$ cat config.mk
export PLATFORM = sky130hd
export DESIGN_NAME = qspi_host
export DESIGN_NICKNAME = d
export VERILOG_FILES = /design/src/rtl/qspi_host.sv
export SDC_FILE = /design/constraint.sdc
export NUM_CORES = 1
export LEC_CHECK = 0
export BUFFER_PORTS_ARGS = -buffer_cell sky130_fd_sc_hd__buf_2
export CORE_MARGIN = 1
export CORE_UTILIZATION = 50
export DETAILED_ROUTE_END_ITERATION = 8
export PLACE_DENSITY = 0.8
export SYNTH_ARGS = -nofsm -noshare
export SYNTH_HDL_FRONTEND = slang
export SYNTH_SLANG_ARGS = --single-unit
$ cat constraint.sdc
create_clock -name clk -period 5 [get_ports clk]
set_clock_uncertainty 0.15 [all_clocks]
set_input_delay 0.25 -clock clk [delete_from_list [all_inputs] [get_ports clk]]
set_output_delay 0.25 -clock clk [all_outputs]
set_load 0.02 [all_outputs]
$ cat src/rtl/qspi_host.sv
// Quad-SPI host: byte stream in, nibble-serial mode-0 bus out, received bytes as strobes.
// Outputs are registered except tx_ready, which is combinational on tx_valid at a byte boundary.
module qspi_host #(
  parameter int DIV   = 2,
  parameter int DUMMY = 2
) (
  input  logic       clk,
  input  logic       rst,
  input  logic       start,
  input  logic [7:0] tx_len,
  input  logic [7:0] rx_len,
  input  logic [7:0] tx_data,
  input  logic       tx_valid,
  output logic       tx_ready,
  output logic [7:0] rx_data,
  output logic       rx_valid,
  output logic       busy,
  output logic       done,
  output logic       qspi_sck,
  output logic       qspi_cs_n,
  output logic [3:0] qspi_dout,
  input  logic [3:0] qspi_din
);

  localparam int CW = 16;

  typedef enum logic [2:0] {
    S_IDLE, S_SETUP, S_TXW, S_TX, S_DUMMY, S_RX, S_HOLD, S_GAP
  } state_t;

  state_t        state_q, state_d;
  logic [CW-1:0] cnt_q, cnt_d;
  logic [CW-1:0] dum_q, dum_d;
  logic          sck_q, sck_d;
  logic          cs_n_q, cs_n_d;
  logic          busy_q, busy_d;
  logic          done_q, done_d;
  logic          rx_valid_q, rx_valid_d;
  logic          nib_q, nib_d;
  logic [3:0]    dout_q, dout_d;
  logic [3:0]    rx_hi_q, rx_hi_d;
  logic [7:0]    rx_data_q, rx_data_d;
  logic [7:0]    tx_left_q, tx_left_d;
  logic [7:0]    rx_left_q, rx_left_d;
  logic [7:0]    sh_q, sh_d;
  logic          half_end;
  logic          boundary;
  logic          to_post_tx;

  assign half_end = (cnt_q == CW'(DIV - 1));

  always_comb begin
    state_d    = state_q;
    cnt_d      = half_end ? '0 : cnt_q + CW'(1);
    dum_d      = dum_q;
    sck_d      = sck_q;
    cs_n_d     = cs_n_q;
    busy_d     = busy_q;
    done_d     = 1'b0;
    rx_valid_d = 1'b0;
    nib_d      = nib_q;
    dout_d     = dout_q;
    rx_hi_d    = rx_hi_q;
    rx_data_d  = rx_data_q;
    tx_left_d  = tx_left_q;
    rx_left_d  = rx_left_q;
    sh_d       = sh_q;
    tx_ready   = 1'b0;
    boundary   = 1'b0;
    to_post_tx = 1'b0;

    case (state_q)
      S_IDLE: begin
        cnt_d = '0;
        if (start) begin
          tx_left_d = tx_len;
          rx_left_d = rx_len;
          cs_n_d    = 1'b0;
          busy_d    = 1'b1;
          state_d   = S_SETUP;
        end
      end
      S_SETUP: begin
        if (half_end) begin
          if (tx_left_q != 8'd0) boundary = 1'b1;
          else                   to_post_tx = 1'b1;
        end
      end
      S_TXW: begin
        boundary = 1'b1;
      end
      S_TX: begin
        if (half_end) begin
          if (!sck_q) begin
            sck_d = 1'b1;
          end else if (!nib_q) begin
            sck_d  = 1'b0;
            nib_d  = 1'b1;
            dout_d = sh_q[3:0];
          end else if (tx_left_q != 8'd0) begin
            boundary = 1'b1;
          end else begin
            to_post_tx = 1'b1;
          end
        end
      end
      S_DUMMY: begin
        if (half_end) begin
          if (!sck_q) begin
            sck_d = 1'b1;
          end else begin
            sck_d = 1'b0;
            dum_d = dum_q - CW'(1);
            if (dum_q == CW'(1)) begin
              state_d = S_RX;
              nib_d   = 1'b0;
            end
          end
        end
      end
      S_RX: begin
        if (half_end) begin
          if (!sck_q) begin
            // sample on the same edge that raises sck
            sck_d = 1'b1;
            if (!nib_q) begin
              rx_hi_d = qspi_din;
            end else begin
              rx_data_d  = {rx_hi_q, qspi_din};
              rx_valid_d = 1'b1;
            end
          end else begin
            sck_d = 1'b0;
            if (!nib_q) begin
              nib_d = 1'b1;
            end else begin
              nib_d     = 1'b0;
              rx_left_d = rx_left_q - 8'd1;
              if (rx_left_q == 8'd1) state_d = S_HOLD;
            end
          end
        end
      end
      S_HOLD: begin
        if (half_end) begin
          cs_n_d  = 1'b1;
          state_d = S_GAP;
        end
      end
      S_GAP: begin
        if (half_end) begin
          done_d  = 1'b1;
          busy_d  = 1'b0;
          state_d = S_IDLE;
        end
      end
      default: state_d = S_IDLE;
    endcase

    // Byte boundary: take a byte if offered, otherwise park with sck low until one arrives.
    if (boundary) begin
      tx_ready = tx_valid;
      sck_d    = 1'b0;
      cnt_d    = '0;
      if (tx_valid) begin
        state_d   = S_TX;
        sh_d      = tx_data;
        dout_d    = tx_data[7:4];
        nib_d     = 1'b0;
        tx_left_d = tx_left_q - 8'd1;
      end else begin
        state_d = S_TXW;
      end
    end

    if (to_post_tx) begin
      sck_d  = 1'b0;
      cnt_d  = '0;
      dout_d = 4'd0;
      if (rx_left_q != 8'd0) begin
        if (DUMMY > 0) begin
          state_d = S_DUMMY;
          dum_d   = CW'(DUMMY);
        end else begin
          state_d = S_RX;
          nib_d   = 1'b0;
        end
      end else begin
        state_d = S_HOLD;
      end
    end
  end

  always_ff @(posedge clk or posedge rst) begin
    if (rst) begin
      state_q    <= S_IDLE;
      cnt_q      <= '0;
      dum_q      <= '0;
      sck_q      <= 1'b0;
      cs_n_q     <= 1'b1;
      busy_q     <= 1'b0;
      done_q     <= 1'b0;
      rx_valid_q <= 1'b0;
      nib_q      <= 1'b0;
      dout_q     <= 4'd0;
      rx_hi_q    <= 4'd0;
      rx_data_q  <= 8'd0;
      tx_left_q  <= 8'd0;
      rx_left_q  <= 8'd0;
      sh_q       <= 8'd0;
    end else begin
      state_q    <= state_d;
      cnt_q      <= cnt_d;
      dum_q      <= dum_d;
      sck_q      <= sck_d;
      cs_n_q     <= cs_n_d;
      busy_q     <= busy_d;
      done_q     <= done_d;
      rx_valid_q <= rx_valid_d;
      nib_q      <= nib_d;
      dout_q     <= dout_d;
      rx_hi_q    <= rx_hi_d;
      rx_data_q  <= rx_data_d;
      tx_left_q  <= tx_left_d;
      rx_left_q  <= rx_left_d;
      sh_q       <= sh_d;
    end
  end

  assign qspi_sck  = sck_q;
  assign qspi_cs_n = cs_n_q;
  assign qspi_dout = dout_q;
  assign busy      = busy_q;
  assign done      = done_q;
  assign rx_valid  = rx_valid_q;
  assign rx_data   = rx_data_q;

endmodule
### Word level (Yosys, flattened, before mapping)

Index checks and enable logic that the tools add are counted.

* flip-flop bits (word level): 77
* input bits: 32
* output and inout bits: 18
* logic and storage cells: 149

* add/subtract/negate cells: 4
* eq/ne operators: 28
* mux-type cells: 83
* bitwise operators: 2
* reduce and logical (&&, ||, !) cells: 17

Operator list (number)
* $mux W16: 9
* $mux W8: 8
* $ne A4 B4 Y1 const B: 11
* $mux W1: 38
* $mux W3: 12
* $eq A16 B1 Y1 const B: 2
* $mux W4: 7
* $add A16 B1 Y16 const B: 1
* $pmux W8 S2: 1
* $reduce_bool A8 Y1: 2
* $sub A16 B1 Y16 const B: 1
* $sub A8 B1 Y8 const B: 2
* $pmux W3 S5: 1
* $eq A3 B3 Y1 const B: 4
* $ne A2 B2 Y1 const B: 6
* $reduce_and A11 Y1: 1
* $reduce_and A3 Y1: 3
* $eq A8 B1 Y1 const B: 1
* $pmux W1 S2: 4
* $reduce_and A4 Y1: 2
* $reduce_bool A7 Y1: 1
* $eq A3 B2 Y1 const B: 2
* $pmux W1 S3: 2
* $reduce_bool A2 Y1: 3
* 9 further kinds: 10

### Logic depth before layout (Yosys ltp)

* word-level depth: 8
* gate-level depth with buffers: 9
* gate-level depth less buffers: 9

### Worst setup path before layout

Ideal clock, no wire load.

* path kind: reg2reg
* start point: reg cnt_q[1]
* end point: reg dum_q[5]
* library setup time: 0.119 ns
* arrival: 2.081 ns
* data required time: 4.731 ns
* setup slack: 2.650 ns
* cell stages (with the launch flop): 9
* buffers on the path: 0
* period minus slack after synthesis: 2.350 ns
* path through: dfrtp_1 -> inv_1 -> ha_1 -> nor4b_4 -> nand4_2 -> or4_4 -> or4_4 -> xor2_1 -> nor2_2

* cells in the longest elaborated chain, start to end: 5
* elaborated cells between the ends (all ways): 8
* classes of those cells: eq/ne: 1; mux: 7

RTL lines
* from (decl): line 32 `logic [CW-1:0] cnt_q, cnt_d;`
* from (signal assigned): line 213 `cnt_q <= cnt_d;`
* $eq A16 B1 Y1 *: line 50 `assign half_end = (cnt_q == CW'(DIV - 1));`
* $mux W16: line 108 `if (half_end) begin`
* $mux W16: line 72 `case (state_q)`
* $mux W16: line 180 `if (rx_left_q != 8'd0) begin`
* $mux W16 *: line 176 `if (to_post_tx) begin`
* via dum_d[5]: line 33 `logic [CW-1:0] dum_q, dum_d;`
* to (signal assigned): line 214 `dum_q <= dum_d;`
* to (decl): line 33

The timed path passes the listed nets; every way through them passes the cells marked *.
A chain may end at the register's enable or synchronous reset.

### Final worst setup path

* start point: reg cnt_q[1]
* end point: out tx_ready

* cells in the longest elaborated chain, start to end: 4
* elaborated cells between the ends (all ways): 5
* classes of those cells: eq/ne: 1; mux: 4

RTL lines
* $eq A16 B1 Y1 *: line 50
* $mux W1 (on tied branches): line 93, 84
* $pmux W1 S3 *: line 72
* $mux W1 *: line 161 `if (boundary) begin`
* to (decl): line 14 `output logic tx_ready,`

Mark *: on every way between the ends. The rest lies on a longest branch, timed or not.

==> metrics.md <==
| Metric | Value |
|---|---|
| CP Launch Type | register |
| Setup TNS | 0 ns |
| Worst vdd ir | approximately 0.32 mV |
| Mapped Nets | ~490 |
| R2R depth | 8 |
| Final Cycle Share | 64.1% |
| Final Hold Vio Count | 0 |
| Mux cell area share after synthesis | 4.94% |
| Simple-gate portion of the synthesized area | 23.2% |
| DP HPWL | 6.10 mm |
| Layout area overhead | 15.1% |
| Crit end category | primary output |
| Largest net degree at the start of global routing | 46 |
| Port bufs | ~50 |
| Crit. Startpoint | cnt_q[1] |
| Die Area | around 8700 sq um |
| Wire length per cell | between 10 and 15 microns |
| TritonCTS clock tree | yes |
| Slowest stage delay, CP | 0.54 ns |
| Max Root-Sink Buffers | 2 |
| Avg Inst Size Synth | 9.43 sq um |
| Grt total ovfl | 0 |
| Setup CP Type | register to primary output |
| Seq cells post-synth | between 70 and 80 |
| Core Area | just under 8000 sq um |
| CP max FO | 22 |
| Sw Share | between 30 and 40% |
| GRT Total Usage | between 20% and 30% |
| Final non-filler cell total | between 600 and 700 |
| Layout cell share with drive strength beyond 1 | between 10% and 20% |
| CTS Buf Count | 9 |
| GP Congestion | between 0.8 and 0.9 |
| DR vias/cell | between 5 and 6 |
| Post-synth top flop | dfrtp_1 |
| Post-DP Area | ~4500 sq um |
| Sw power | 716 uW |
| Routed Antenna Nets | 0 |
| Worst Tran Pin Value | approximately 0.74 ns |
| Iter 0 DRT Violations | between 150 and 200 |
| Reg power frac | ~44% |
| Yosys warnings | 0 |
| Shortest period the worst path allows | 3.20 ns |
| Hold path start | tx_len[6] |
| Slowest library cell on the worst path | and4_1 |
| CTS sink cnt | 77 |
| Die width | about 93 microns |
| Logic pwr share | 29.8% |
| Required time of the critical path | 4.60 ns |
| CP top delay family | simple AND/OR/NAND/NOR gates |
| RSZ-0062 raised after global routing | no |
| Unique masters post-synth | 55 |
| Final setup viols | 0 |
| Fillers | 647 |
| Chip height | 93.2 microns |
| Synth Cell Area | just over 4000 sq um |
| Post-synthesis async set-or-reset flop share | 100% |
| Post-synthesis adder-cell area fraction | ~3.6% |
| Fmax | 0.312 GHz |
| FF-to-FF Start | cnt_q[1] |
| Cells after Synth | between 400 and 500 |
| Total number of cells along the worst setup path | 9 |
| Post-route core utilization | between 60% and 70% |
| Clock share of power | roughly 26% |
| Final net count | ~540 |
| Crit path buffers/inverters | 4 |
| Area of the multi-input gates | 2070 sq um |
| Ant. Diodes | 0 |
| Post-cts gate resize count | 0 |
| P_leak | between 0.002 and 0.0025 uW |
| Most used cell, CP | and4_1 |
| Status | finished, final reports clean |
| Vias in the first global route | 3282 |
| Core Rows | 32 |
| Initial cell density of the core | between 50% and 60% |
| Worst slew margin | 50.5% |
| Slew Limit Fails | 0 |
| Crit-path cells | inv_1 > ha_1 > nor4b_4 > and4_1 > and4_1 > nor2_1 > buf_4 > clkinv_1 > buf_2 |
| H-tree Lvls | 3 |
| Number of max-cap violations | 0 |
| First-pass GRT wire length | between 15 and 20 mm |
| Via count | between 3000 and 4000 |
| Crit path arrival time | 2.80 ns |
| Post-route cell area | ~4800 sq um |
| Main combinational cell family by area after synthesis | simple AND/OR/NAND/NOR gates |
| Post-Synth XOR/XNOR Area | roughly 5.3% |
| Hold path cells | 3 |
| Initial antenna violation count | 0 |
| Number of synthesized flops with an enable pin | 0 |
| # DRC | 0 |
| Pwr dens | 413 nW/um^2 |
| WL final | between 8 and 9 mm |
| DP Cell Count | 576 |
| FF/Latch Area | ~1900 sq um |
| Internal | 1260 uW |
| Hold Path Class | primary input to register |
| I/O Pins | 50 |
| Clock Pin Slew Worst Setup and Hold Paths | approximately 0.080 ns |
| Reg2reg setup slack | 1.91 ns |
| Root Driver | clkbuf_8 |
| Post-synthesis compound-gate area fraction | approximately 13% |
| Drt pass-1 iters | 5 |
| Worst-skew pair later-pin latency | about 0.35 ns |
| Sequential share of the synthesized area | roughly 46% |
-- power groups by stage --
stage / Sequential (uW) / Clock [uW] / Combinational [uW]
6_report: 876 / 512 / 589
5_1_grt: 896 / 542 / 667
4_1_cts: 873 / 524 / 586
3_5_place_dp: 885 / 0 / 573
3_3_place_gp: 878 / 0 / 555
2_1_floorplan: 861 / 0 / 446
-- timing repair --
| action | 4_1_cts | 5_1_grt |
|---|---|---|
| endpoints found under the hold margin | 43 | 0 |
| buffers inserted | 0 | 0 |
| hold buffers | 10 | 0 |
-- Yosys cell counts, types with 9 or more instances --
library cell | count | share of area [%]
a21oi_1 | 21 | 2.5
clkbuf_1 | 14 | 1.3
dfrtp_1 | 76 | 46
ha_1 | 12 | 3.6
inv_1 | 20 | 1.8
mux2_2 | 12 | 3.3
nand2_1 | 37 | 3.3
nand3_1 | 15 | 1.8
nor2_1 | 61 | 5.5
nor3_1 | 16 | 1.9
o21ai_0 | 30 | 3.6
or3_1 | 9 | 1.4
xnor2_1 | 10 | 2.1
xor2_1 | 15 | 3.2
-- per-stage QoR --
step	setup slack, ns	hold slack [ns]	total power, uW
after floorplan	2.63	0.212	1310
after global placement	2.08	0.238	1430
after CTS	1.81	0.0225	1980
after global routing	1.58	0.0360	2110
final	1.80	0.0328	1980
after detailed placement	2.00	0.254	1460
-- per-layer routing --
| layer | vias up | GRT usage [%] | wire length, microns |
|---|---|---|---|
| met5 | - | 0 | 0 |
| met4 | 0 | 6.79 | 124 |
| met3 | 10 | 5.37 | 422 |
| met2 | 81 | 36.0 | 4310 |
| met1 | 1663 | 28.5 | 3990 |
| li1 | 1652 | - | - |
-- worst paths after layout --
check / to
max: tx_ready
min reg2reg: sh_q[1]
min in group asynchronous: dum_q[6]
max reg2reg: state_q[1]
max in group asynchronous: qspi_cs_n
min: tx_left_q[6]
-- sequential cells by signal, summed over array words and instances, names as in the netlist --
register,flops
rx_data,8
nib_q,1
sh_q,4
rx_hi_q,4
rx_left_q,8
done,1
tx_left_q,8
busy,1
cnt_q,16
dum_q,16
state_q,3
qspi_sck,1
rx_valid,1
qspi_cs_n,1
qspi_dout,4
-- logic make-up (layout without fill, tap and decap cells) --
kind of cell,Yosys count,in the layout
and+or+nand+nor,184,184
adders and majority gates,12,12
AOI/OAI and AO/OA,85,85
DFF,77,77
xor gates and xnor gates,25,25
muxes,19,19
buffers and inverters,39,98
-- final cells by class --
class	instances	share of cell area (%)
tap	102	2.67
clock buffer	10	2.67
inverter	21	1.65
clock inverter	6	1.83
sequential	77	40.3
timing repair buffer	61	7.54
multi-input combinational	325	43.3
-- cells in the final DEF, fill, tap and decap left out, types with 3 or more instances in the layout --
| cell | n |
|---|---|
| nor2b_1 | 3 |
| mux2_2 | 12 |
| buf_2 | 49 |
| nand2_1 | 37 |
| nand3_1 | 15 |
| clkbuf_8 | 9 |
| nand4_1 | 7 |
| a21oi_1 | 21 |
| or3_1 | 9 |
| a211oi_1 | 7 |
| o21ai_0 | 30 |
| xnor2_1 | 10 |
| dlygate4sd3_1 | 10 |
| dfrtp_1 | 76 |
| a2bb2oi_1 | 3 |
| mux2i_1 | 7 |
| and3_1 | 4 |
| inv_1 | 19 |
| nand2b_1 | 5 |
| nor2_1 | 61 |
| xor2_1 | 15 |
| a21o_1 | 3 |
| nor4_1 | 7 |
| ha_1 | 12 |
| a31oi_1 | 4 |
| or4_1 | 3 |
| nor3_1 | 16 |
-- worst min-delay path, cell delays in order --
cell,delay (ns)
buf_2,0.09
nor2_1,0.09
nor3_1,0.06
No activity file was read; power rests on OpenSTA's default activity.
